$ cat src/rtl/scan_pe_pkg.sv
// Shared arithmetic for the SCAN processing-element array: LLR range limits,
// the saturating adder and the min-sum kernel, plus the update-mode encoding.
package scan_pe_pkg;

  typedef enum logic {
    MODE_F = 1'b0,
    MODE_G = 1'b1
  } mode_e;

  // Largest representable LLR for a w-bit two's-complement value.
  function automatic int llr_ceil(input int w);
    return (1 << (w - 1)) - 1;
  endfunction

  // Most negative representable LLR for a w-bit two's-complement value.
  function automatic int llr_flor(input int w);
    return -(1 << (w - 1));
  endfunction

  // Full-precision sum clamped into the w-bit LLR range.
  function automatic int sat_add(input int x, input int y, input int w);
    int s;
    s = x + y;
    if (s > llr_ceil(w)) begin
      s = llr_ceil(w);
    end else if (s < llr_flor(w)) begin
      s = llr_flor(w);
    end
    return s;
  endfunction

  // Min-sum: sign is the XOR of input signs, magnitude the smaller one.
  // The magnitude of the most negative value does not fit, so it clamps to
  // the ceiling; a zero magnitude always produces +0 regardless of sign.
  function automatic int minsum(input int x, input int y, input int w);
    int  mx;
    int  my;
    int  m;
    logic neg;
    mx  = (x < 0) ? -x : x;
    my  = (y < 0) ? -y : y;
    m   = (mx < my) ? mx : my;
    neg = (x < 0) ^ (y < 0);
    if (m > llr_ceil(w)) begin
      m = llr_ceil(w);
    end
    if (m == 0) begin
      return 0;
    end
    return neg ? -m : m;
  endfunction

endpackage

$ cat src/rtl/scan_pe_lane.sv
// One lane of the SCAN PE array: two registered stages computing either the
// f-type update minsum(a, b + c) or the g-type update minsum(a, b) + c.
// Handshake enables and stage valids come from the array top level.
module scan_pe_lane
  import scan_pe_pkg::*;
#(
  parameter int WIDTH = 10
) (
  input  logic                    clk_i,
  input  logic                    rst_i,
  input  logic                    en1_i,
  input  logic                    en2_i,
  input  logic                    vld_i,
  input  logic                    vld_p1_i,
  input  logic                    mode_i,
  input  logic                    mode_p1_i,
  input  logic signed [WIDTH-1:0] a_i,
  input  logic signed [WIDTH-1:0] b_i,
  input  logic signed [WIDTH-1:0] c_i,
  output logic signed [WIDTH-1:0] d_o
);

  logic signed [WIDTH-1:0] t_p1_d;
  logic signed [WIDTH-1:0] t_p1_q;
  logic signed [WIDTH-1:0] a_p1_q;
  logic signed [WIDTH-1:0] c_p1_q;
  logic signed [WIDTH-1:0] d_p2_d;
  logic signed [WIDTH-1:0] d_p2_q;

  // ---- stage 1: f-type pre-adds b + c, g-type pre-combines a and b ----
  // First-stage partial result selected by the vector's mode.
  always_comb begin
    t_p1_d = '0;
    if (mode_i == MODE_F) begin
      t_p1_d = WIDTH'(sat_add(int'(b_i), int'(c_i), WIDTH));
    end else begin
      t_p1_d = WIDTH'(minsum(int'(a_i), int'(b_i), WIDTH));
    end
  end

  // Stage-1 data registers; no reset needed since vld_p1 gates their use.
  always_ff @(posedge clk_i) begin
    if (en1_i && vld_i) begin
      t_p1_q <= t_p1_d;
      a_p1_q <= a_i;
      c_p1_q <= c_i;
    end
  end

  // ---- stage 2: f-type finishes with min-sum, g-type with the add ----
  // Final result selected by the mode registered alongside stage 1.
  always_comb begin
    d_p2_d = '0;
    if (mode_p1_i == MODE_F) begin
      d_p2_d = WIDTH'(minsum(int'(a_p1_q), int'(t_p1_q), WIDTH));
    end else begin
      d_p2_d = WIDTH'(sat_add(int'(t_p1_q), int'(c_p1_q), WIDTH));
    end
  end

  // Output register; cleared on reset so out_d reads zero afterwards.
  always_ff @(posedge clk_i) begin
    if (rst_i) begin
      d_p2_q <= '0;
    end else if (en2_i && vld_p1_i) begin
      d_p2_q <= d_p2_d;
    end
  end

  assign d_o = d_p2_q;

endmodule

$ cat src/rtl/scan_pe_array.sv
// SCAN processing-element array: LANES independent lanes sharing one mode
// and tag per vector, two pipeline stages with valid/ready flow control.
// in_ready is a single combinational path from out_ready (no skid buffer),
// so a full pipe keeps streaming at one vector per cycle while out_ready=1.
module scan_pe_array
  import scan_pe_pkg::*;
#(
  parameter int WIDTH = 10,
  parameter int LANES = 16,
  parameter int TAG_W = 8
) (
  input  logic                   clk,
  input  logic                   rst,
  input  logic                   in_valid,
  output logic                   in_ready,
  input  logic                   in_mode,
  input  logic [TAG_W-1:0]       in_tag,
  input  logic [LANES*WIDTH-1:0] in_a,
  input  logic [LANES*WIDTH-1:0] in_b,
  input  logic [LANES*WIDTH-1:0] in_c,
  output logic                   out_valid,
  input  logic                   out_ready,
  output logic [LANES*WIDTH-1:0] out_d,
  output logic [TAG_W-1:0]       out_tag
);

  logic             en1;
  logic             en2;
  logic             vld_p1_d;
  logic             vld_p1_q;
  logic             vld_p2_d;
  logic             vld_p2_q;
  logic             mode_p1_q;
  logic [TAG_W-1:0] tag_p1_q;
  logic [TAG_W-1:0] tag_p2_q;

  // Stage enables: a stage advances when it is empty or its successor moves.
  always_comb begin
    en2      = !vld_p2_q || out_ready;
    en1      = !vld_p1_q || en2;
    vld_p1_d = vld_p1_q;
    vld_p2_d = vld_p2_q;
    if (en1) begin
      vld_p1_d = in_valid;
    end
    if (en2) begin
      vld_p2_d = vld_p1_q;
    end
  end

  // Stage valid flags; reset discards anything in flight.
  always_ff @(posedge clk) begin
    if (rst) begin
      vld_p1_q <= 1'b0;
      vld_p2_q <= 1'b0;
    end else begin
      vld_p1_q <= vld_p1_d;
      vld_p2_q <= vld_p2_d;
    end
  end

  // ---- stage 1: per-vector mode and tag ride with the lane data ----
  // Sideband registers for stage 1, loaded on an accepted vector.
  always_ff @(posedge clk) begin
    if (en1 && in_valid) begin
      mode_p1_q <= in_mode;
      tag_p1_q  <= in_tag;
    end
  end

  // ---- stage 2: tag presented with the result ----
  // Output tag register, cleared on reset.
  always_ff @(posedge clk) begin
    if (rst) begin
      tag_p2_q <= '0;
    end else if (en2 && vld_p1_q) begin
      tag_p2_q <= tag_p1_q;
    end
  end

  for (genvar i = 0; i < LANES; i++) begin : g_lane
    scan_pe_lane #(
      .WIDTH(WIDTH)
    ) u_lane (
      .clk_i    (clk),
      .rst_i    (rst),
      .en1_i    (en1),
      .en2_i    (en2),
      .vld_i    (in_valid),
      .vld_p1_i (vld_p1_q),
      .mode_i   (in_mode),
      .mode_p1_i(mode_p1_q),
      .a_i      (in_a[i*WIDTH +: WIDTH]),
      .b_i      (in_b[i*WIDTH +: WIDTH]),
      .c_i      (in_c[i*WIDTH +: WIDTH]),
      .d_o      (out_d[i*WIDTH +: WIDTH])
    );
  end

  assign in_ready  = en1;
  assign out_valid = vld_p2_q;
  assign out_tag   = tag_p2_q;

endmodule

$ cat config.mk
export PLATFORM = sky130hd
export DESIGN_NAME = scan_pe_array
export DESIGN_NICKNAME = d
export VERILOG_FILES = /design/src/rtl/scan_pe_pkg.sv /design/src/rtl/scan_pe_lane.sv /design/src/rtl/scan_pe_array.sv
export SDC_FILE = /design/constraint.sdc
export NUM_CORES = 2
export LEC_CHECK = 0
export ABC_AREA = 1
export BUFFER_PORTS_ARGS = -buffer_cell sky130_fd_sc_hd__buf_2
export CORE_ASPECT_RATIO = 1.75
export CORE_MARGIN = 3
export CORE_UTILIZATION = 63
export DETAILED_ROUTE_END_ITERATION = 8
export GPL_TIMING_DRIVEN = 0
export PLACE_DENSITY_LB_ADDON = 0.1
export SLEW_MARGIN = 20
export SYNTH_ARGS = -nofsm -noshare
export SYNTH_HDL_FRONTEND = slang
export SYNTH_SLANG_ARGS = --single-unit
$ cat constraint.sdc
create_clock -name clk -period 13.2 [get_ports clk]
set_input_delay 0 -clock clk [delete_from_list [all_inputs] [get_ports clk]]
set_output_delay 0 -clock clk [all_outputs]
set_load 0.02 [all_outputs]
==> impl_metrics.csv <==
group,metric,value,unit
clock_network,cts_inserted_buffers,74,
placed_design,post-place-cells,16378,
clock_network,clk_path_buf_depth,3,
clock_network,cts-root-buf,"clkbuf_16",
worst_setup_path,end_kind,"flop",
layout,layout-drive-gt1-share,9.28,%
timing,worst_slew_pin_slew,1140,ps
clock_network,clkTransAtPathRegs,80,ps
layout,final_cell_count_no_fill,16949,
worst_setup_path,cpMostUsedCell,"nand2_1",
power_and_ir_drop,ir_drop,0.000144,V
yosys,synth_seq_area_share,21.0,%
grt,grt_pass1_vias,92374,
yosys,synth_xor_area_share,7.23,%
worst_hold_path,hp-class,"input pin to flop",
grt,grt_pass1_wl,458000,um
outcome,status,"finished clean",
power_and_ir_drop,power_density,93.6,nW/um2
grt,antenna_found_initial,97,
power_and_ir_drop,clockPowerShare,23.1,%
clock_network,post_cts_resized,0,
layout,syn2layout_area_growth,20.1,%
yosys,async_flop_share,0,%
yosys,synth_cell_type_count,61,
worst_setup_path,critPathMaxFanout,10,
worst_setup_path,required,13750,ps
timing,fmax,206,MHz
routing,vias_per_cell,5.53,
timing,finalHoldViolCount,0,
worst_setup_path,critical_path.slowest_cell,"nor2_1",
routing,vias,93758,
floorplan,rows,179,
floorplan,die_x,286,um
timing,finalCritPeriodShare,36.8,%
placed_design,place.gp.congestion,1.05,
timing,fin_crit,4860,ps
placed_design,hpwl,240000,um
routing,firstDrtPassIters,9,
yosys,yosys_warnings,0,
yosys,synth_ff_type,"edfxtp_1",
routing,wire_per_inst,17.7,um
yosys,syn_inst,12551,
yosys,synth.avg_cell_area,6.88,um2
grt,grt_max_degree,109,
timing,hold_slack,32.2,ps
power_and_ir_drop,pwr-share-seq,27.1,%
clock_network,htree_levels,3,
yosys,ys_seq_elements,659,
timing,relSlewSlack,23.9,%
routing,drtIter0Drc,6583,
timing,finClkSkew,29.5,ps
clock_network,post_cts_buffers,0,
clock_network,cts_num_sinks,659,
power_and_ir_drop,swShare,43.7,%
job,drv_cap,0,
placed_design,dpl_worst_slack,8530,ps
grt,grt_usage,40.8,%
yosys,synth_compound_area_share,12.5,%
timing,slew_viol_final,0,
placed_design,port_buffers,662,
routing,routed_wl,300000,um
floorplan,die_h,496,um
timing,setup_viol,0,
timing,setup_ws,8340,ps
yosys,synth_top_family_by_area,"simple AND/OR/NAND/NOR gates",
worst_setup_path,cp-start-kind,"flop",
clock_network,cts_tree,"done",
power_and_ir_drop,leakagePower,0.0570,uW
power_and_ir_drop,intPower,5470,uW
yosys,synth_edf_count,489,
routing,drc,0,
layout,final_net_count,16942,
grt,grt_overflow_total,0,
routing,ant_nets,0,
yosys,synth_area,86300,um2
power_and_ir_drop,comb_power_share,49.8,%
worst_setup_path,critical-path-max-stage-delay,580,ps
clock_network,ctsHoldBuffers,364,
layout,final_core_util,76.3,%
floorplan,core_area,136000,um2
floorplan,initial_utilization,63.5,%
floorplan,io_pins,663,
yosys,synth_simple_gate_area_share,29.4,%
worst_setup_path,path_class,"flop to flop",
yosys,synth_mux_area_share,0,%
power_and_ir_drop,p_switching,4240,uW
worst_setup_path,arrival,5410,ps
yosys,synthAdderAreaFrac,21.2,%
timing,rsz0062_at_grt,"false",
clock_network,insertion_delay,720,ps
floorplan,die-area,142000,um2
[worst max-delay path, delay by kind of cell (launching register included)]
family / cells / cell delay, ps
and+or+nand+nor: 22 / 2860
buffers and inverters: 6 / 640
adders and majority gates: 3 / 620
DFF: 1 / 430
xor gates and xnor gates: 1 / 160
[logic make-up after synthesis]
logic type,count (synthesis)
adders and majority gates,1440
xor gates and xnor gates,713
DFF,659
other,2
and+or+nand+nor,5812
AOI/OAI and AO/OA,1967
buffers and inverters,1958
[synthesized netlist by cell type (all sizes together), types with 13 or more instances]
master | instances | area share [%]
o21a | 22 | 0.19
a21o | 31 | 0.27
fa | 32 | 0.74
inv | 1799 | 7.8
nand3b | 55 | 0.48
dfxtp | 170 | 3.9
o21ai | 798 | 4.8
xnor2 | 191 | 1.9
o31ai | 23 | 0.20
xor2 | 522 | 5.3
buf | 55 | 0.50
or2 | 143 | 1.0
nor3b | 19 | 0.18
a21oi | 868 | 5.1
ha | 1408 | 20
nand4 | 141 | 1.0
o21bai | 45 | 0.39
a22o | 13 | 0.13
nand2 | 3280 | 15
nand3 | 669 | 4.1
clkbuf | 94 | 0.41
a22oi | 19 | 0.26
o211ai | 34 | 0.30
nor2 | 1135 | 5.2
edfxtp | 489 | 17
nor4 | 64 | 0.61
a31oi | 80 | 0.58
nor3 | 295 | 1.8
[registers in the layout (all words and copies together) (netlist names)]
name,cells
vld_p1_q,1
g_lane.u_lane.d_o,160
g_lane.u_lane.t_p1_q,160
g_lane.u_lane.a_p1_q,160
tag_p1_q,8
out_valid,1
mode_p1_q,1
g_lane.u_lane.c_p1_q,160
out_tag,8
[area by class of cell]
cell class | count | area [um2]
Multi-Input combinational cell | 11276 | 65700
Fill cell | 10660 | 32300
Sequential cell | 659 | 18100
Timing Repair Buffer | 1040 | 7300
Inverter | 1809 | 6800
Tap cell | 1810 | 2260
Clock buffer | 82 | 1930
Buffer | 149 | 826
Clock inverter | 53 | 613
Antenna cell | 71 | 178
[layer usage]
layer	part of all wire, %	vias up	GRT usage (%)
met2	47	4072	71.8
met5	0.17	-	0
met4	9.2	78	33.1
met3	10	1468	11.2
li1	-	45212	-
met1	33	42928	40.1
[through the flow]
| step | area, um2 | total power (uW) | TNS (ps) |
|---|---|---|---|
| global route | 104000 | 10400 | 0 |
| global placement | 96900 | 7040 | -564440 |
| floorplan | 91400 | 6000 | 0 |
| finish | 104000 | 9710 | 0 |
| CTS | 103000 | 9470 | 0 |
| detailed placement | 97300 | 7140 | 0 |
[cell usage in the layout, fill, tap and decap left out, types with 62 or more instances in the layout]
cell,count
nand2_1,3154
inv_1,1736
ha_1,1408
conb_1,1344
nor2_1,1052
a21oi_1,854
buf_2,684
nand3_1,645
o21ai_0,586
xor2_1,522
edfxtp_1,489
dlygate4sd3_1,364
nor3_1,279
xnor2_1,191
o21ai_1,185
dfxtp_1,170
nand4_1,141
or2_2,135
nand2_2,86
a31oi_1,80
clkbuf_1,76
clkbuf_16,76
nor2_2,73
diode_2,71
inv_2,62
[power groups by stage]
| stage | clock, uW | combinational [uW] | sequential (uW) |
|---|---|---|---|
| 2_1_floorplan | 0 | 3310 | 2690 |
| 3_3_place_gp | 0 | 4340 | 2700 |
| 3_5_place_dp | 0 | 4480 | 2660 |
| 4_1_cts | 2250 | 4600 | 2620 |
| 5_1_grt | 2330 | 5390 | 2640 |
| 6_report | 2240 | 4830 | 2630 |
[path summary, 6_finish.rpt]
check / cells after the start / endpoint / from / slack [ps]
hold reg to reg: 2 / g_lane[7].u_lane.d_o[2] / g_lane[7].u_lane.d_o[2] / 480
setup / recovery: 32 / g_lane[10].u_lane.d_o[3] / g_lane[10].u_lane.t_p1_q[1] / 8340
setup reg to reg: 32 / g_lane[10].u_lane.d_o[3] / g_lane[10].u_lane.t_p1_q[1] / 8340
hold / removal: 6 / g_lane[4].u_lane.t_p1_q[9] / in_b[49] / 30
No activity file was read; power rests on OpenSTA's default activity.
